$ cat config.mk
export PLATFORM = sky130hd
export DESIGN_NAME = link_controller_flat
export DESIGN_NICKNAME = d
export VERILOG_FILES = /design/src/rtl/link_controller_if.sv /design/src/rtl/link_controller.sv /design/src/flat_wrapper.sv
export SDC_FILE = /design/constraint.sdc
export NUM_CORES = 1
export LEC_CHECK = 0
export CELL_PAD_IN_SITES_DETAIL_PLACEMENT = 1
export CELL_PAD_IN_SITES_GLOBAL_PLACEMENT = 1
export CORE_MARGIN = 4
export CORE_UTILIZATION = 38
export CTS_CLUSTER_DIAMETER = 30
export DETAILED_ROUTE_END_ITERATION = 8
export PLACE_DENSITY = 0.83
export RECOVER_POWER = 100
export SLEW_MARGIN = 40
export SYNTH_ARGS = -nofsm -noshare
export SYNTH_HDL_FRONTEND = slang
export SYNTH_SLANG_ARGS = --single-unit
$ cat constraint.sdc
create_clock -name clock -period 3.7 [get_ports clock]
set_clock_uncertainty 0.1 [all_clocks]
set_input_delay 1.11 -clock clock [delete_from_list [all_inputs] [get_ports clock]]
set_output_delay 1.11 -clock clock [all_outputs]
set_load 0.02 [all_outputs]
$ cat src/rtl/link_controller_if.sv
// link_controller_if: transceiver bus between the link controller and the transceiver
// Signals:
//   tx_enable  - controller requests transmission of data_in
//   data_in    - frame presented to the transceiver
//   irq_tx     - transceiver level interrupt, frame sent
//   irq_rx     - transceiver level interrupt, frame received on data_out
//   data_out   - frame received by the transceiver
// Modports: master (controller side), slave (transceiver side)
interface link_controller_if #(
   parameter int FRAME_SIZE = 16
) ();
   logic                  tx_enable;
   logic [FRAME_SIZE-1:0] data_in;
   logic                  irq_tx;
   logic                  irq_rx;
   logic [FRAME_SIZE-1:0] data_out;
   modport master (output tx_enable, data_in, input irq_tx, irq_rx, data_out);
   modport slave (input tx_enable, data_in, output irq_tx, irq_rx, data_out);
endinterface

$ cat src/rtl/link_controller.sv
// link_controller: two-requester round-robin frame sender with ack matching, timeout retry and receive path
// Ports:
//   clock              - sole clock, rising edge
//   reset              - asynchronous active-low reset
//   req_0/req_1        - requester transmit requests
//   data_0/data_1      - requester frames
//   done_0/done_1      - one-cycle pulse, frame acknowledged
//   fail_0/fail_1      - one-cycle pulse, retries exhausted
//   busy               - controller outside IDLE
//   xcvr               - transceiver bus (master side)
//   rx_valid/rx_data   - pulse and held value of the last non-ack received frame
module link_controller #(
   parameter int         FRAME_SIZE = 16,
   parameter int         TIMEOUT    = 255,
   parameter int         MAX_RETRY  = 3,
   parameter logic [7:0] ACK_TAG    = 8'hAC
) (
   input  logic                  clock,
   input  logic                  reset,
   input  logic                  req_0,
   input  logic                  req_1,
   input  logic [FRAME_SIZE-1:0] data_0,
   input  logic [FRAME_SIZE-1:0] data_1,
   output logic                  done_0,
   output logic                  done_1,
   output logic                  fail_0,
   output logic                  fail_1,
   output logic                  busy,
   link_controller_if.master     xcvr,
   output logic                  rx_valid,
   output logic [FRAME_SIZE-1:0] rx_data
);
   localparam logic [7:0] TO = 8'(TIMEOUT);
   localparam logic [7:0] MR = 8'(MAX_RETRY);
   typedef enum logic [2:0] {IDLE, SEND, WAIT_ACK, DONE, FAIL} state_t;
   state_t     state;
   logic       last;
   logic       gnt;
   logic       irq_rx_q;
   logic [7:0] timer;
   logic [7:0] retry;
   logic       rx_edge;
   logic       is_ack;
   logic       ack_match;
   logic       pick;
   assign rx_edge   = xcvr.irq_rx & ~irq_rx_q;
   assign is_ack    = xcvr.data_out[15:8] == ACK_TAG;
   assign ack_match = rx_edge & is_ack & (xcvr.data_out[7:0] == xcvr.data_in[7:0]);
   // on a tie the requester not granted last wins; otherwise whoever is asking
   assign pick      = (req_0 & req_1) ? ~last : req_1;
   assign busy      = state != IDLE;
   always_ff @(posedge clock or negedge reset)
      if (!reset) begin
         state          <= IDLE;
         last           <= 1'b1;
         gnt            <= 1'b0;
         irq_rx_q       <= 1'b0;
         timer          <= '0;
         retry          <= '0;
         xcvr.tx_enable <= 1'b0;
         xcvr.data_in   <= '0;
         done_0         <= 1'b0;
         done_1         <= 1'b0;
         fail_0         <= 1'b0;
         fail_1         <= 1'b0;
         rx_valid       <= 1'b0;
         rx_data        <= '0;
      end else begin
         irq_rx_q <= xcvr.irq_rx;
         // ack-tagged frames never reach the receive port, matched or not
         rx_valid <= rx_edge & ~is_ack;
         if (rx_edge & ~is_ack) rx_data <= xcvr.data_out;
         done_0 <= 1'b0;
         done_1 <= 1'b0;
         fail_0 <= 1'b0;
         fail_1 <= 1'b0;
         case (state)
            IDLE: if (req_0 | req_1) begin
               state          <= SEND;
               gnt            <= pick;
               last           <= pick;
               xcvr.data_in   <= pick ? data_1 : data_0;
               retry          <= '0;
               xcvr.tx_enable <= 1'b1;
            end
            SEND: if (xcvr.irq_tx) begin
               state          <= WAIT_ACK;
               xcvr.tx_enable <= 1'b0;
               timer          <= '0;
            end
            // ack is checked before the timeout so a match on the last cycle completes
            WAIT_ACK: if (ack_match) begin
               state  <= DONE;
               done_0 <= ~gnt;
               done_1 <= gnt;
            end else if (timer == TO) begin
               if (retry < MR) begin
                  retry          <= retry + 8'd1;
                  state          <= SEND;
                  xcvr.tx_enable <= 1'b1;
               end else begin
                  state  <= FAIL;
                  fail_0 <= ~gnt;
                  fail_1 <= gnt;
               end
            end else if (timer != 8'hFF) timer <= timer + 8'd1;
            default: state <= IDLE;
         endcase
      end
endmodule

$ cat src/flat_wrapper.sv
// flat-port wrapper written by rule: the top's interface ports become plain ports
module link_controller_flat 
#(
   parameter int         FRAME_SIZE = 16,
   parameter int         TIMEOUT    = 255,
   parameter int         MAX_RETRY  = 3,
   parameter logic [7:0] ACK_TAG    = 8'hAC
)
  (clock, reset, req_0, req_1, data_0, data_1, done_0, done_1, fail_0, fail_1, busy, rx_valid, rx_data, xcvr_tx_enable, xcvr_data_in, xcvr_irq_tx, xcvr_irq_rx, xcvr_data_out);
  link_controller_if #(.FRAME_SIZE(FRAME_SIZE)) xcvr_i ();
  input  logic clock;
  input  logic reset;
  input  logic req_0;
  input  logic req_1;
  input  logic [FRAME_SIZE-1:0] data_0;
  input  logic [FRAME_SIZE-1:0] data_1;
  output logic done_0;
  output logic done_1;
  output logic fail_0;
  output logic fail_1;
  output logic busy;
  output logic rx_valid;
  output logic [FRAME_SIZE-1:0] rx_data;
  output wire logic [$bits(xcvr_i.tx_enable)-1:0] xcvr_tx_enable;
  output wire logic [$bits(xcvr_i.data_in)-1:0] xcvr_data_in;
  input wire logic [$bits(xcvr_i.irq_tx)-1:0] xcvr_irq_tx;
  input wire logic [$bits(xcvr_i.irq_rx)-1:0] xcvr_irq_rx;
  input wire logic [$bits(xcvr_i.data_out)-1:0] xcvr_data_out;
  assign xcvr_tx_enable = xcvr_i.tx_enable;
  assign xcvr_data_in = xcvr_i.data_in;
  assign xcvr_i.irq_tx = xcvr_irq_tx;
  assign xcvr_i.irq_rx = xcvr_irq_rx;
  assign xcvr_i.data_out = xcvr_data_out;
  link_controller #(.FRAME_SIZE(FRAME_SIZE), .TIMEOUT(TIMEOUT), .MAX_RETRY(MAX_RETRY), .ACK_TAG(ACK_TAG)) u_core (.clock(clock), .reset(reset), .req_0(req_0), .req_1(req_1), .data_0(data_0), .data_1(data_1), .done_0(done_0), .done_1(done_1), .fail_0(fail_0), .fail_1(fail_1), .busy(busy), .xcvr(xcvr_i), .rx_valid(rx_valid), .rx_data(rx_data));
endmodule
==> run_results.csv <==
group,metric,value,unit
global_routing,grt_overflow_total,0,
sta,rsz0062_at_grt,"false",
global_routing,antenna_found_initial,0,
logic_synthesis,ys_warn_count,0,
logic_synthesis,syn_area_per_cell,11.60,sq um
logic_synthesis,synthCells,243,
logic_synthesis,synth.distinct_cells,48,
logic_synthesis,synth_mux_area_share,13.63,%
routing,drc,0,
clock_tree,clockBufferDepth,2,
cells_and_area,fillCellCount,780,
global_routing,grtUsageTotal,18.80,%
cells_and_area,antennaDiodeCount,0,
placement,place_area,3847,sq um
placement,numPortBuffers,92,
power_and_ir_drop,p_seq_share,39.1,%
power_and_ir_drop,switching_share,36.64,%
clock_tree,insertion_delay,0.34,ns
clock_tree,cts_buffers,9,
cells_and_area,drive_gt1_share,6.647,%
power_and_ir_drop,clockPowerShare,24.6,%
routing,ant_nets,0,
logic_synthesis,synth_top_cell_area_share,52.40,%
logic_synthesis,synth-xor-area-share,2.798,%
global_routing,grt_max_degree,40,
sta,slew-limit-headroom,8.473,%
die,die_area,8857,sq um
logic_synthesis,synth_top_family_by_area,"simple AND/OR/NAND/NOR gates",
clock_tree,cts-resized-gates,0,
die,ios,93,
cells_and_area,final_common_cell,"dfrtp_1",
cells_and_area,area_growth,40.50,%
logic_synthesis,synthTopCellsByArea,"dfrtp_1, mux2i_1, mux2_4, nand2_1, o21ai_1",
worst_setup_path,crit_fanout,5,
global_routing,grt_pass1_wl,12740,um
sta,max_freq,0.3073,GHz
logic_synthesis,synth-seq-area-share,53.33,%
clock_tree,cts_tree,"yes",
power_and_ir_drop,internal_power,0.001512,W
die,die_h,94.11,um
die,rows,31,
worst_setup_path,startpoint_type,"input pin",
sta,drv_slew,0,
clock_tree,post-cts-setup-buffer-count,0,
logic_synthesis,syn_area,2818,sq um
logic_synthesis,synthesis.nets,299,
worst_setup_path,critPathRequiredTime,3.79,ns
logic_synthesis,synth_compound_area_share,10.92,%
clock_tree,cts-root-buf,"clkbuf_8",
routing,finalWirelength,7688,um
sta,period_needed,3.255,ns
worst_setup_path,end_kind,"flop",
logic_synthesis,synth_edf_count,0,
power_and_ir_drop,p_switching,0.0008743,W
sta,tightest_slew,1.373,ns
outcome,status,"completed",
routing,num_vias,2240,
cells_and_area,layout_common_cells,"dfrtp_1, clkdlybuf4s50_1, dlygate4sd3_1, nand2_1, o21ai_0",
logic_synthesis,ys_ff_latch,60,
power_and_ir_drop,powerDensity,602.8,nW/um^2
min_path,hold_class,"flop to flop",
die,start_util,39.06,%
sta,setup_viol,0,
logic_synthesis,synthArstFlopShare,100.0,%
power_and_ir_drop,p_leak,1.742,nW
flow_run,cap_viol_max_count,0,
worst_setup_path,arrival,3.34,ns
clock_tree,hold_buffers,0,
placement,gp_congestion,0.8189,
worst_setup_path,crit_chain,"dlygate4sd3_1 -> nand4bb_1 -> nor4_4 -> nand4_1 -> a21boi_0 -> nand2_1",
routing,wl_per_cell,17.28,um
worst_setup_path,max_stage_delay,0.60,ns
placement,hpwl,5939,um
logic_synthesis,synth_ff_type,"dfrtp_1",
routing,dr.pass1.iters,4,
worst_setup_path,worstSetupPathType,"input pin to flop",
clock_tree,clkSlewWorstSetupHoldPaths,0.06,ns
worst_setup_path,slowest_stage,"a21boi_0",
die,fp.dieW,94.11,um
die,coreArea,7214,sq um
logic_synthesis,synth-adder-area-share,0.8881,%
clock_tree,htree_levels,3,
logic_synthesis,synth_area_leader_cell,"dfrtp_1",
sta,finalHoldViolCount,0,
routing,drt-initial-drc-count,75,
logic_synthesis,yosys.area_share.simple,16.30,%
power_and_ir_drop,power,0.002386,W
cells_and_area,stdcell_area,3959,sq um
global_routing,grt_pass1_vias,2490,
routing,vias_per_cell,5.034,
power_and_ir_drop,combPwrFrac,36.3,%
power_and_ir_drop,vdd_drop_max,0.0002465,V
sta,fin_crit_sh,87.96,%
clock_tree,cts.sinks,60,
sta,finalSetupTns,0,ns
cells_and_area,finalNetCount,397,
## final timing paths
kind | end | slack [ns] | startpoint | cells past startpoint
worst max-delay path | u_core.state[1]$_DFFE_PN0P_ | 0.45 | xcvr_data_out[14] | 6
worst min register to register | u_core.done_0$_DFF_PN0_ | 0.37 | u_core.gnt$_DFFE_PN0P_ | 1
max in group asynchronous | u_core.state[0]$_DFFE_PN0P_ | 1.09 | reset | 2
worst min-delay path | u_core.done_0$_DFF_PN0_ | 0.37 | u_core.gnt$_DFFE_PN0P_ | 1
min in group asynchronous | u_core.rx_data[13]$_DFFE_PN0P_ | 0.77 | reset | 1
worst max register to register | u_core.xcvr.data_in[5]$_DFFE_PN0P_ | 1.29 | u_core.state[1]$_DFFE_PN0P_ | 5
## cells in the mapped netlist, types with 2 or more instances
cell type and count:
a21o_1 2, a21oi_1 4, a31oi_1 2, and2_1 6
and3_1 3, and4_1 2, buf_2 3, buf_4 2
clkbuf_1 3, dfrtp_1 59, ha_1 2, inv_1 2
mux2_1 7, mux2_4 9, mux2i_1 17, nand2_1 30
nand2b_1 2, nand3_1 8, nor2_1 11, nor3_1 6
nor4_1 3, o211ai_1 4, o21ai_1 20, o311ai_1 3
o41ai_1 2, xor2_1 9
## cell type report
type | count | area [sq um] | share of cell area [%]
flip-flops and latches | 60 | 1503 | 37.96
multi-input cells | 172 | 1197 | 30.25
repair buffers | 96 | 933.4 | 23.58
clock buffers | 12 | 145.1 | 3.666
well taps | 99 | 123.9 | 3.129
clock inverters | 4 | 48.80 | 1.233
inverters | 2 | 7.507 | 0.1896
## cells by family after synthesis
kind of cell | Yosys count
compound gates | 46
xor+xnor | 9
fa+ha+maj | 2
buf+inv | 11
flops | 60
mux | 33
simple gates | 82
## per-stage QoR
stage / setup WS (ns) / hold WS (ns) / instances / utilization (%)
after floorplan: 1.232 / 0.3256 / 243 / -
after global placement: 0.4784 / 0.3443 / 429 / 53.26
after global routing: 0.2700 / 0.4011 / 445 / 54.87
final: 0.4454 / 0.3719 / 445 / 54.87
after CTS: 0.5860 / 0.3776 / 445 / 56.02
after detailed placement: 0.4931 / 0.3592 / 429 / 53.33
## layer usage
layer | track usage [%] | part of all wire (%) | wire length, um
met3 | 5.929 | 7.2 | 553
met2 | 31.64 | 49 | 3794
met5 | 0 | 0 | 0
met4 | 6.137 | 0.96 | 74
met1 | 22.77 | 42 | 3266
## critical path, delay by kind of cell
kind	cells	cell delay (ns)
and+or+nand+nor	4	1.08
buffers and inverters	1	0.55
AOI/OAI and AO/OA	1	0.60
## sequential cells by signal, summed over array words and instances, names as in the netlist, 3 cells and up
| register | flops |
|---|---|
| u_core.xcvr.data_in | 16 |
| u_core.state | 3 |
| u_core.retry | 8 |
| u_core.timer | 8 |
| u_core.rx_data | 16 |
## power groups by stage
stage | sequential [W] | combinational [W] | clock, W
6_report | 0.000933 | 0.000867 | 0.000586
5_1_grt | 0.000961 | 0.000956 | 0.000632
4_1_cts | 0.000945 | 0.000967 | 0.000603
3_5_place_dp | 0.000955 | 0.000959 | 0
3_3_place_gp | 0.000944 | 0.000931 | 0
2_1_floorplan | 0.00106 | 0.000401 | 0
No activity file was read; power rests on OpenSTA's default activity.
